<file path="src/rtl/fifo_arb_pkg.sv">
// fifo_arb_pkg: shared FSM encoding and width helpers for fifo_wr_arbiter.
package fifo_arb_pkg;
    typedef enum logic {ST_IDLE = 1'b0, ST_BURST = 1'b1} state_t;
    function automatic int clog2(input int v);
        int r = 0;
        while ((1 << r) < v) r++;
        return r;
    endfunction
    function automatic int id_w(input int n);
        return clog2(n) < 1 ? 1 : clog2(n);
    endfunction
endpackage

</file>
<file path="src/rtl/fifo_wr_arbiter_pick.sv">
// rr_priority_pick: first set request at or above rr_ptr, wrapping around.
module rr_priority_pick import fifo_arb_pkg::*; #(
    parameter int NUM_REQ = 4,
    localparam int ID_W = id_w(NUM_REQ)
) (
    input  logic [NUM_REQ-1:0] req,
    input  logic [ID_W-1:0]    rr_ptr,
    output logic               found,
    output logic [ID_W-1:0]    idx
);
    logic [2*NUM_REQ-1:0] dbl;
    // Lower copy masked below rr_ptr, so the lowest set bit is the wrapped winner.
    always_comb begin
        dbl = {req, req & ({NUM_REQ{1'b1}} << rr_ptr)};
        found = 1'b0;
        idx = '0;
        for (int i = 2*NUM_REQ-1; i >= 0; i--) begin
            if (dbl[i]) begin
                found = 1'b1;
                idx = ID_W'(i % NUM_REQ);
            end
        end
    end
endmodule

</file>
<file path="src/rtl/fifo_wr_arbiter.sv">
// fifo_wr_arbiter: round-robin burst-locking arbiter onto one sync_fifo write port.
// Define FIFO_ARB_TAG_EN to prepend the owner ID to fifo_data_in.
module fifo_wr_arbiter import fifo_arb_pkg::*; #(
    parameter int NUM_REQ = 4,
    parameter int DATA_WIDTH = 32,
    parameter int BURST_LEN = 4,
    localparam int ID_W = id_w(NUM_REQ),
`ifdef FIFO_ARB_TAG_EN
    localparam int FIFO_W = DATA_WIDTH + ID_W
`else
    localparam int FIFO_W = DATA_WIDTH
`endif
) (
    input  logic                          clk,
    input  logic                          rst,
    input  logic [NUM_REQ-1:0]            req_valid,
    input  logic [NUM_REQ*DATA_WIDTH-1:0] req_data,
    output logic [NUM_REQ-1:0]            req_ready,
    input  logic                          fifo_full,
    output logic                          fifo_wr_en,
    output logic [FIFO_W-1:0]             fifo_data_in,
    output logic                          busy,
    output logic [ID_W-1:0]               owner
);
    localparam int CNT_W = id_w(BURST_LEN);
    localparam logic [CNT_W-1:0] LAST = CNT_W'(BURST_LEN - 1);
    localparam logic [ID_W-1:0] TOP = ID_W'(NUM_REQ - 1);
    state_t state;
    logic [ID_W-1:0] rr_ptr;
    logic [CNT_W-1:0] beat_cnt;
    logic found;
    logic [ID_W-1:0] idx;
    logic live;
    logic own_valid;
    logic [DATA_WIDTH-1:0] data;
    rr_priority_pick #(.NUM_REQ(NUM_REQ)) u_pick (
        .req(req_valid),
        .rr_ptr(rr_ptr),
        .found(found),
        .idx(idx)
    );
    // Gating with rst keeps a word offered in the reset cycle out of the FIFO.
    always_comb begin
        live = state == ST_BURST && !rst && !fifo_full;
        own_valid = req_valid[owner];
        data = req_data[owner*DATA_WIDTH +: DATA_WIDTH];
        fifo_wr_en = live && own_valid;
        req_ready = live ? NUM_REQ'(1) << owner : '0;
    end
`ifdef FIFO_ARB_TAG_EN
    assign fifo_data_in = {owner, data};
`else
    assign fifo_data_in = data;
`endif
    always_ff @(posedge clk) begin
        if (rst) begin
            state <= ST_IDLE;
            rr_ptr <= '0;
            owner <= '0;
            beat_cnt <= '0;
            busy <= 1'b0;
        end else if (state == ST_IDLE) begin
            if (found) begin
                state <= ST_BURST;
                busy <= 1'b1;
                owner <= idx;
                beat_cnt <= '0;
            end
        end else if (!fifo_full) begin
            if (!own_valid || beat_cnt == LAST) begin
                state <= ST_IDLE;
                busy <= 1'b0;
                rr_ptr <= owner == TOP ? '0 : owner + 1'b1;
            end
            if (own_valid) beat_cnt <= beat_cnt + 1'b1;
        end
    end
endmodule

</file>
<file path="config.mk">
export PLATFORM = sky130hd
export DESIGN_NAME = fifo_wr_arbiter
export DESIGN_NICKNAME = d
export VERILOG_FILES = /design/src/rtl/fifo_arb_pkg.sv /design/src/rtl/fifo_wr_arbiter_pick.sv /design/src/rtl/fifo_wr_arbiter.sv
export SDC_FILE = /design/constraint.sdc
export NUM_CORES = 1
export LEC_CHECK = 0
export ABC_AREA = 1
export ABC_CLOCK_PERIOD_IN_PS = 1600
export BUFFER_PORTS_ARGS = -buffer_cell sky130_fd_sc_hd__buf_4
export CORE_MARGIN = 5
export CORE_UTILIZATION = 30
export CTS_CLUSTER_SIZE = 8
export DETAILED_ROUTE_END_ITERATION = 12
export HOLD_SLACK_MARGIN = 0.03
export PLACE_DENSITY_LB_ADDON = 0.1
export SLEW_MARGIN = 20
export SYNTH_ARGS = -nofsm -noshare
export SYNTH_HDL_FRONTEND = slang
export SYNTH_HIERARCHICAL = 1
export SYNTH_SLANG_ARGS = --single-unit
</file>
<file path="constraint.sdc">
create_clock -name clk -period 1.6 [get_ports clk]
set_clock_uncertainty 0.2 [all_clocks]
set_input_delay 0.08 -clock clk [delete_from_list [all_inputs] [get_ports clk]]
set_output_delay 0.08 -clock clk [all_outputs]
set_load 0.01 [all_outputs]
</file>
==> impl_metrics.py, run 1 <==
metrics = {
    "yosys": {
        "synth_fp_nets": 409,
        "yosysTopAreaCell": "nor2_1",
        "syn-cell-area_um2": 1450,
        "synth_top_family_by_area": "compound AO/OA/AOI/OAI gates",
        "synth_seq_area_share_pct": 11.0,
        "netlist.area_leader.share_pct": 20.7,
        "synth_area_leaders": "nor2_1 21%, o21ai_0 18%, o22ai_1 14%",
        "synth-xor-area-share_pct": 0,
        "synth_ff_type": "dfxtp_1",
        "synth_simple_gate_area_share_pct": 33.1,
        "yosysMostFrequentCell": "nor2_1",
        "synthArstFlopShare_pct": 0,
        "synth_fa_ha_area_share_pct": 4.30,
        "synth.distinct_cells": 24,
        "ys_ff_latch": 8,
        "netlist_instances": 269,
        "synth_common_cells": "80 x nor2_1, 53 x o21ai_0, 32 x o22ai_1",
        "synth_area_per_cell_um2": 5.40,
        "synth_compound_area_share_pct": 39.9,
        "synth-edff-count": 0,
        "synth.mux.area_fraction_pct": 0,
        "yosysWarnings": 6,
    },
    "sta": {
        "min_period_ns": 1.63,
        "rsz0062_at_grt": "true",
        "fmax_ghz": 0.613,
        "setup_ws_ns": -0.0316,
        "fin_setup_tns_ns": -0.0758,
        "fin_crit_sh_pct": 102,
        "finalHoldViolations": 0,
        "drv_slew": 0,
        "finalSetupViolCount": 4,
        "slew_headroom_pct": 81.0,
        "worst_slew_pin_slew_ns": 0.282,
    },
    "worst_hold_path": {
        "hp-class": "input pin to flip-flop",
    },
    "clock_network": {
        "clock_path_buffers": 2,
        "cts-root-buf": "clkbuf_8",
        "clk_latency_ns": 0.23,
        "numCtsBuffers": 3,
        "htreeDepth": 1,
        "tritoncts": "done",
        "clkTransAtPathRegs_ns": 0.05,
        "hold_buffers": 1,
        "cts.sinks": 8,
    },
    "power": {
        "powerDensity_nw_per_um2": 570,
        "peakVddDrop_mv": 0.450,
        "power_leakage_uw": 0.00157,
    },
    "status": {
        "violations": "setup timing",
        "status": "finished, violations left",
    },
    "setup_path": {
        "critPathMaxFanout": 18,
        "worst-path-buf-inv": 3,
        "critPathMaxStageDelay_ns": 0.41,
        "critPathKind": "flip-flop to output pin",
        "worst_ep_arrival_time_ns": 1.35,
        "cp_top_family": "buffers and inverters",
        "crit_chain": "buf_4 > clkbuf_16 > o21ai_1 > o22ai_1 > buf_4",
        "critPathCaptureType": "output pin",
        "startpoint_type": "flip-flop",
        "cp_slowest_cell": "dfxtp_4",
        "required_ns": 1.32,
        "cp_common_cell": "buf_4",
    },
    "global_routing": {
        "grt_max_degree": 37,
        "grt.overflow.total": 0,
        "grt_pass1_vias": 2358,
        "grt_pass1_wl_mm": 11.7,
        "grt_antenna_before_repair": 0,
        "track_usage_pct": 22.9,
    },
    "die": {
        "dieHeight_um": 79.6,
        "pin_count": 175,
        "die_w_um": 79.6,
        "core_area_um2": 4720,
        "die_area_um2": 6340,
        "initial_core_util_pct": 30.8,
        "row_count": 25,
    },
    "placed_design": {
        "dp.cells": 499,
        "routabilityCongestion": 0.964,
        "dpl_cell_area_um2": 2860,
        "place.port_buffers": 174,
        "dp_slack_ns": 0.187,
        "dpl.hpwl_mm": 6.07,
    },
    "final_layout": {
        "multiInputGateArea_um2": 1170,
        "drive_gt1_share_pct": 49.9,
        "insertedDiodeCount": 0,
        "fin_area_um2": 3120,
        "fin_cells": 512,
        "ff_latch_area_um2": 165,
        "syn_to_final_growth_pct": 114,
        "nets": 587,
        "filler_cell_count": 438,
    },
    "routing": {
        "wire_per_inst_um": 15.8,
        "drc": 0,
        "drt_iter0_drc": 75,
        "firstDrtPassIters": 4,
        "routed_wl_mm": 8.07,
        "vias": 2593,
        "via_per_inst": 5.06,
        "drtAntennaViolNets": 0,
    },
    "run": {
        "cap_viol_max_count": 0,
    },
}
-- path summary, 6_finish.rpt --
| path | start | endpoint | cells past startpoint | slack (ns) |
|---|---|---|---|---|
| hold / removal | fifo_full | rr_ptr[1] | 4 | 0.02 |
| hold reg to reg | busy | busy | 2 | 0.27 |
| setup / recovery | owner[0] | fifo_data_in[27] | 5 | -0.03 |
| setup reg to reg | owner[0] | rr_ptr[0] | 9 | 0.13 |
-- flip-flops by register name, summed over array words and instances, names as in the netlist --
register / flops
state: 1
beat_cnt: 2
busy: 1
owner: 2
rr_ptr: 2
-- stage by stage --
stage	utilization (%)	hold WS, ns	total power [uW]
2_1_floorplan	-	-0.0216	771
3_3_place_gp	60.5	0.0892	1380
3_5_place_dp	60.5	0.0937	1390
4_1_cts	62.5	0.0248	1680
5_1_grt	66.0	0.0205	1930
6_report	66.0	0.0186	1780
-- report_power, final --
group / leakage, uW / switching [uW] / total [uW] / internal (uW)
registers: 0.0000673 / 23.0 / 245 / 222
logic: 0.00148 / 586 / 1280 / 695
clock network: 0.0000216 / 86.1 / 250 / 164
total: 0.00157 / 695 / 1780 / 1080
-- layer usage --
metal / up-vias / GRT usage [%] / wire length [um]
li1: 1282 / - / -
met4: 0 / 5.84 / 191
met1: 1173 / 28.1 / 3230
met3: 14 / 4.63 / 701
met5: - / 0 / 0
met2: 124 / 40.5 / 3950
-- tightest hold or removal path: stages --
cell	delay [ns]
buf_4	0.09
nor2_4	0.05
a21oi_1	0.13
nor2_1	0.05
-- cell families (layout without fill, tap and decap cells) --
group                    Yosys count  count (layout)
AND/OR/NAND/NOR                  113             113
flip-flops                         8               8
AO/OA/AOI/OAI                    106             106
adder cells (fa/ha/maj)            5               5
buffers and inverters             37             213
-- layout make-up --
cell class	instances	area share [%]
inverters	17	2.21
flip-flops and latches	8	5.30
well taps	67	2.69
repair buffers	193	50.9
clock buffers	3	1.33
multi-input cells	224	37.6
-- cells in the final DEF (no fill, tap or decap), drive strengths merged, types with 3 or more instances in the layout --
master / instances
nor2: 81
o21ai: 67
ha: 5
nand3b: 3
nand2: 21
clkbuf: 5
nand3: 6
buf: 190
a21oi: 6
inv: 16
o22ai: 32
dfxtp: 8
-- what timing repair did --
item / 4_1_cts / 5_1_grt
pin swaps: 0 / 12
gates cloned: 1 / 3
endpoints found under the hold margin: 8 / 1
setup endpoints to repair: 20 / 29
resized for setup: 14 / 30
buffers inserted: 0 / 5
No activity file was read; power rests on OpenSTA's default activity.
==> run 2: changes to the inputs <==
==> constraint.sdc (replaced) <==
create_clock -name clk -period 1.6 [get_ports clk]
set_clock_uncertainty 0.2 [all_clocks]
set_input_delay 0.16 -clock clk [delete_from_list [all_inputs] [get_ports clk]]
set_output_delay 0.16 -clock clk [all_outputs]
set_load 0.01 [all_outputs]
==> run 2 against run 1 <==
  * Non-clock buffer count rose by 10
  * Setup slack got worse by 0.093 ns
  * Wire length rose by 13%
  * The run still ends with setup timing left
  * Highest routed layer unchanged
  * Register-to-register slack got worse by 0.03 ns
  * Total power rose by 14%
  * Maximum frequency fell by 5.4%
  * Clock power barely moved
  * Combinational power rose by 19%
==> impl_metrics.py, run 2 (synthesis gave the netlist of run 1 again) <==
metrics = {
    "setup_path": {
        "critPathKind": "flip-flop to output pin",
        "required_ns": 1.24,
        "worst_ep_arrival_time_ns": 1.36,
        "critPathCaptureType": "output pin",
        "critPathMaxFanout": 9,
        "startpoint_type": "flip-flop",
    },
    "routing": {
        "wl_met3_um": 856,
        "firstDrtPassIters": 4,
        "vias": 2741,
        "drtAntennaViolNets": 0,
        "highest_layer": "met4",
        "wl_met2_mm": 4.56,
        "drt_iter0_drc": 131,
        "routed_wl_mm": 9.16,
        "via_per_inst": 5.25,
        "met1Wirelength_mm": 3.42,
        "wire_per_inst_um": 17.5,
        "drc": 0,
    },
    "status": {
        "status": "finished, violations left",
        "violations": "setup timing",
    },
    "sta": {
        "slew_headroom_pct": 87.0,
        "finalHoldViolations": 0,
        "fmax_ghz": 0.580,
        "setup_ws_ns": -0.124,
        "finalSetupViolCount": 36,
        "fin_crit_sh_pct": 108,
        "drv_slew": 0,
        "rsz0062_at_grt": "true",
        "min_period_ns": 1.72,
        "worst_slew_pin_slew_ns": 0.193,
    },
    "power": {
        "power_leakage_uw": 0.00172,
        "powerDensity_nw_per_um2": 573,
        "peakVddDrop_mv": 0.388,
        "total_power_uw": 2020,
    },
    "clock_network": {
        "tritoncts": "done",
        "clock_path_buffers": 2,
        "numCtsBuffers": 3,
        "clk_latency_ns": 0.23,
        "cts.sinks": 8,
        "htreeDepth": 1,
        "cts-root-buf": "clkbuf_8",
        "clkTransAtPathRegs_ns": 0.04,
    },
    "final_layout": {
        "layout_commonest_cell": "buf_4",
        "filler_cell_count": 368,
        "fin_area_um2": 3530,
        "reg_top3": "beat_cnt x2, owner x2, rr_ptr x2",
        "nets": 597,
        "final_cell_mix": "181 x buf_4, 66 x nor2_1, 30 x o22ai_1",
        "drive_gt1_share_pct": 60.7,
        "insertedDiodeCount": 0,
        "syn_to_final_growth_pct": 143,
    },
    "global_routing": {
        "grt_antenna_before_repair": 0,
        "grt_max_degree": 39,
        "grt.overflow.total": 0,
        "grt_pass1_wl_mm": 11.6,
        "track_usage_pct": 22.8,
        "grt_pass1_vias": 2346,
    },
    "die": {
        "initial_core_util_pct": 30.8,
        "dieHeight_um": 79.6,
        "core_area_um2": 4720,
        "die_w_um": 79.6,
        "row_count": 25,
        "die_area_um2": 6340,
        "pin_count": 175,
    },
    "worst_hold_path": {
        "hp-class": "input pin to flip-flop",
    },
    "placed_design": {
        "place.port_buffers": 174,
        "dpl.hpwl_mm": 5.95,
        "dpl_cell_area_um2": 2860,
        "routabilityCongestion": 0.915,
    },
    "run": {
        "cap_viol_max_count": 0,
    },
}
## run 2: changes by cell type in the layout (fill, tap and decap cells not counted), sizes merged
cell / before / now
buf: 190 / 196
clkinv: 1 / 2
inv: 16 / 15
clkbuf: 5 / 9
## run 2: worst paths after layout
check	startpoint	to	slack (ns)	cells after the start
setup / recovery	owner[0]	fifo_data_in[2]	-0.12	5
hold / removal	rst	beat_cnt[1]	0.05	4
setup reg to reg	owner[0]	busy	0.10	8
hold reg to reg	busy	busy	0.32	2
## run 2: through the flow
stage	hold WS, ns	utilization [%]	cells	worst slack [ns]	setup TNS (ns)
detailed placement	0.176	60.5	499	0.135	0
finish	0.0512	74.7	522	-0.124	-2.70
global route	0.0778	74.7	522	-0.183	-4.80
CTS	0.0367	63.9	507	-0.0846	-1.02
global placement	0.169	60.5	499	0.130	0
floorplan	0.0584	-	269	0.00651	0
## run 2: routing by layer
layer  up-vias  track usage (%)
li1       1304                -
met1      1254             28.0
met2       153             41.3
met3        30             4.18
met4         0             4.30
met5         -                0
## run 2: power by group
part	leakage [uW]	internal, uW	switching, uW
Sequential	0.0000676	222	29.9
Combinational	0.00163	828	695
Clock	0.0000216	163	83.3
Total	0.00172	1210	808
## run 2: critical path: stages, from the launching register on
cell       delay (ns)
dfxtp_4          0.39
buf_12           0.15
clkbuf_16        0.16
nor2_1           0.17
o22ai_2          0.11
buf_4            0.16
## run 2: cell type report
cell class	instances	area [um2]	share of cell area, %
Timing Repair Buffer	203	1800	50.9
Tap cell	67	83.8	2.38
Sequential cell	8	168	4.75
Clock buffer	3	41.3	1.17
Multi-Input combinational cell	224	1360	38.5
Inverter	17	81.3	2.30
## run 2: timing repair
| action | CTS | global route |
|---|---|---|
| buffers inserted | 2 | 8 |
| endpoints found under the hold margin | 1 | 0 |
| endpoints found under the setup margin | 37 | 37 |
| hold buffers | 1 | 0 |
| resized for setup | 22 | 110 |
| gates cloned | 2 | 7 |
| pin swaps | 1 | 13 |
==> run 3: changes to the inputs <==
--- a/config.mk
+++ b/config.mk
@@ -13,6 +13,7 @@
 export CTS_CLUSTER_SIZE = 8
 export DETAILED_ROUTE_END_ITERATION = 12
 export HOLD_SLACK_MARGIN = 0.03
+export MAX_ROUTING_LAYER = met4
 export PLACE_DENSITY_LB_ADDON = 0.1
 export SLEW_MARGIN = 20
 export SYNTH_ARGS = -nofsm -noshare
==> run 3 against run 2 <==
  * The run still ends with setup timing left
  * Global-route usage increased by 1.5 points
  * Sequential share of layout area increased by 0.34 points
  * Maximum frequency increased by 1.5%
  * Clock-buffer cell count unchanged
  * Highest routed layer unchanged
==> impl_metrics.py, run 3 (synthesis gave the netlist of run 1 again) <==
metrics = {
    "setup_path": {
        "required_ns": 1.24,
        "critPathCaptureType": "output pin",
        "r2r_start": "owner[0]",
        "startpoint_type": "flip-flop",
        "reg2reg_slack_ns": 0.04,
        "critPathKind": "flip-flop to output pin",
        "critPathMaxFanout": 25,
        "worst_ep_arrival_time_ns": 1.34,
        "r2r_end": "rr_ptr[1]",
        "r2r_cells": 7,
    },
    "routing": {
        "drtAntennaViolNets": 0,
        "drc": 0,
        "wire_per_inst_um": 15.8,
        "drt_iter0_drc": 65,
        "vias": 2604,
        "routed_wl_mm": 8.16,
        "firstDrtPassIters": 4,
        "via_per_inst": 5.04,
    },
    "final_layout": {
        "reg_top3": "beat_cnt x2, owner x2, rr_ptr x2",
        "multiInputGateArea_um2": 1240,
        "nets": 592,
        "insertedDiodeCount": 0,
        "layout_commonest_cell": "buf_4",
        "final_cell_mix": "182 x buf_4, 73 x nor2_1, 32 x o21ai_0",
        "syn_to_final_growth_pct": 126,
        "drive_gt1_share_pct": 52.2,
        "ff_latch_area_um2": 168,
        "fin_area_um2": 3290,
        "filler_cell_count": 410,
    },
    "sta": {
        "finalHoldViolations": 0,
        "finalSetupViolCount": 36,
        "fmax_ghz": 0.589,
        "drv_slew": 0,
        "worst_slew_pin_slew_ns": 0.203,
        "setup_ws_ns": -0.0987,
        "slew_headroom_pct": 86.4,
        "min_period_ns": 1.70,
        "fin_crit_sh_pct": 106,
        "rsz0062_at_grt": "true",
        "fin_setup_tns_ns": -1.55,
    },
    "die": {
        "pin_count": 175,
        "core_area_um2": 4720,
        "initial_core_util_pct": 30.8,
        "dieHeight_um": 79.6,
        "row_count": 25,
        "die_w_um": 79.6,
        "die_area_um2": 6340,
    },
    "power": {
        "p_sw_share_pct": 39.0,
        "peakVddDrop_mv": 0.406,
        "switchingPower_uw": 727,
        "power_leakage_uw": 0.00164,
        "pwr-share-comb_pct": 73.4,
        "p_int_uw": 1140,
        "seqPwrFrac_pct": 13.5,
        "powerDensity_nw_per_um2": 566,
        "clkPwrFrac_pct": 13.2,
    },
    "placed_design": {
        "dpl.hpwl_mm": 6.04,
        "routabilityCongestion": 0.950,
        "place.port_buffers": 174,
        "dpl_cell_area_um2": 2860,
    },
    "clock_network": {
        "htreeDepth": 1,
        "cts-root-buf": "clkbuf_8",
        "cts.sinks": 8,
        "clkTransAtPathRegs_ns": 0.04,
        "tritoncts": "done",
        "numCtsBuffers": 3,
        "clock_path_buffers": 2,
        "clk_latency_ns": 0.23,
    },
    "global_routing": {
        "grt_max_degree": 30,
        "grt_pass1_wl_mm": 12.0,
        "grt_antenna_before_repair": 0,
        "grt_pass1_vias": 2483,
        "grt.overflow.total": 0,
        "track_usage_pct": 24.4,
    },
    "status": {
        "violations": "setup timing",
        "status": "finished, violations left",
    },
    "worst_hold_path": {
        "hold_depth": 4,
        "hold_end": "rr_ptr[0]",
        "worstHoldStart": "rst",
        "hp-class": "input pin to flip-flop",
    },
    "run": {
        "cap_viol_max_count": 0,
    },
}
run 3: per-stage QoR:
stage / instances / power, uW / hold slack, ns / setup slack [ns] / utilization [%]
final: 517 / 1860 / 0.0459 / -0.0987 / 69.7
after global placement: 499 / 1380 / 0.170 / 0.110 / 60.5
after CTS: 516 / 1820 / 0.0338 / -0.0765 / 68.2
after floorplan: 269 / 771 / 0.0584 / 0.00651 / -
after global routing: 517 / 2000 / 0.0938 / -0.143 / 69.7
after detailed placement: 499 / 1390 / 0.177 / 0.0890 / 60.5
run 3: critical path: stages, from the launching register on:
cell,delay (ns)
dfxtp_4,0.44
inv_8,0.07
buf_12,0.16
o21ai_1,0.15
o22ai_1,0.12
buf_4,0.16
run 3: power by group through the flow:
| stage | Sequential (uW) | Combinational [uW] | Clock (uW) |
|---|---|---|---|
| finish | 251 | 1370 | 245 |
| global route | 253 | 1480 | 267 |
| CTS | 249 | 1320 | 248 |
| detailed placement | 242 | 1150 | 0 |
| global placement | 241 | 1140 | 0 |
| floorplan | 248 | 523 | 0 |
run 3: routing by layer:
metal / track usage [%] / share of wire [%] / wire length, um
met5: - / 0 / 0
met4: 4.98 / 1.8 / 150
met3: 4.63 / 8.0 / 656
met2: 45.3 / 52 / 4270
met1: 26.9 / 38 / 3080
run 3: cell type report:
type	instances	share of cell area, %
clock buffers	3	1.25
flip-flops and latches	8	5.09
well taps	67	2.55
multi-input cells	224	37.8
inverters	17	2.24
repair buffers	198	51.0
run 3: how the worst max path moves through the flow:
stage,slack (ns),start,endpoint
4_1_cts,-0.08,owner[0],fifo_data_in[12]
5_1_grt,-0.14,owner[0],fifo_data_in[2]
2_1_floorplan,0.007,owner[0],rr_ptr[1]
3_5_place_dp,0.09,owner[0],fifo_data_in[12]
3_3_place_gp,0.11,owner[0],fifo_data_in[12]
6_report,-0.1,owner[0],fifo_data_in[2]
run 3: repair_timing:
action / CTS / global route
hold buffers: 1 / 0
setup buffers: 10 / 1
hold endpoints to repair: 1 / 0
endpoints found under the setup margin: 37 / 38
resized for setup: 44 / 29
cloned: 3 / 0
pin swaps: 17 / 10
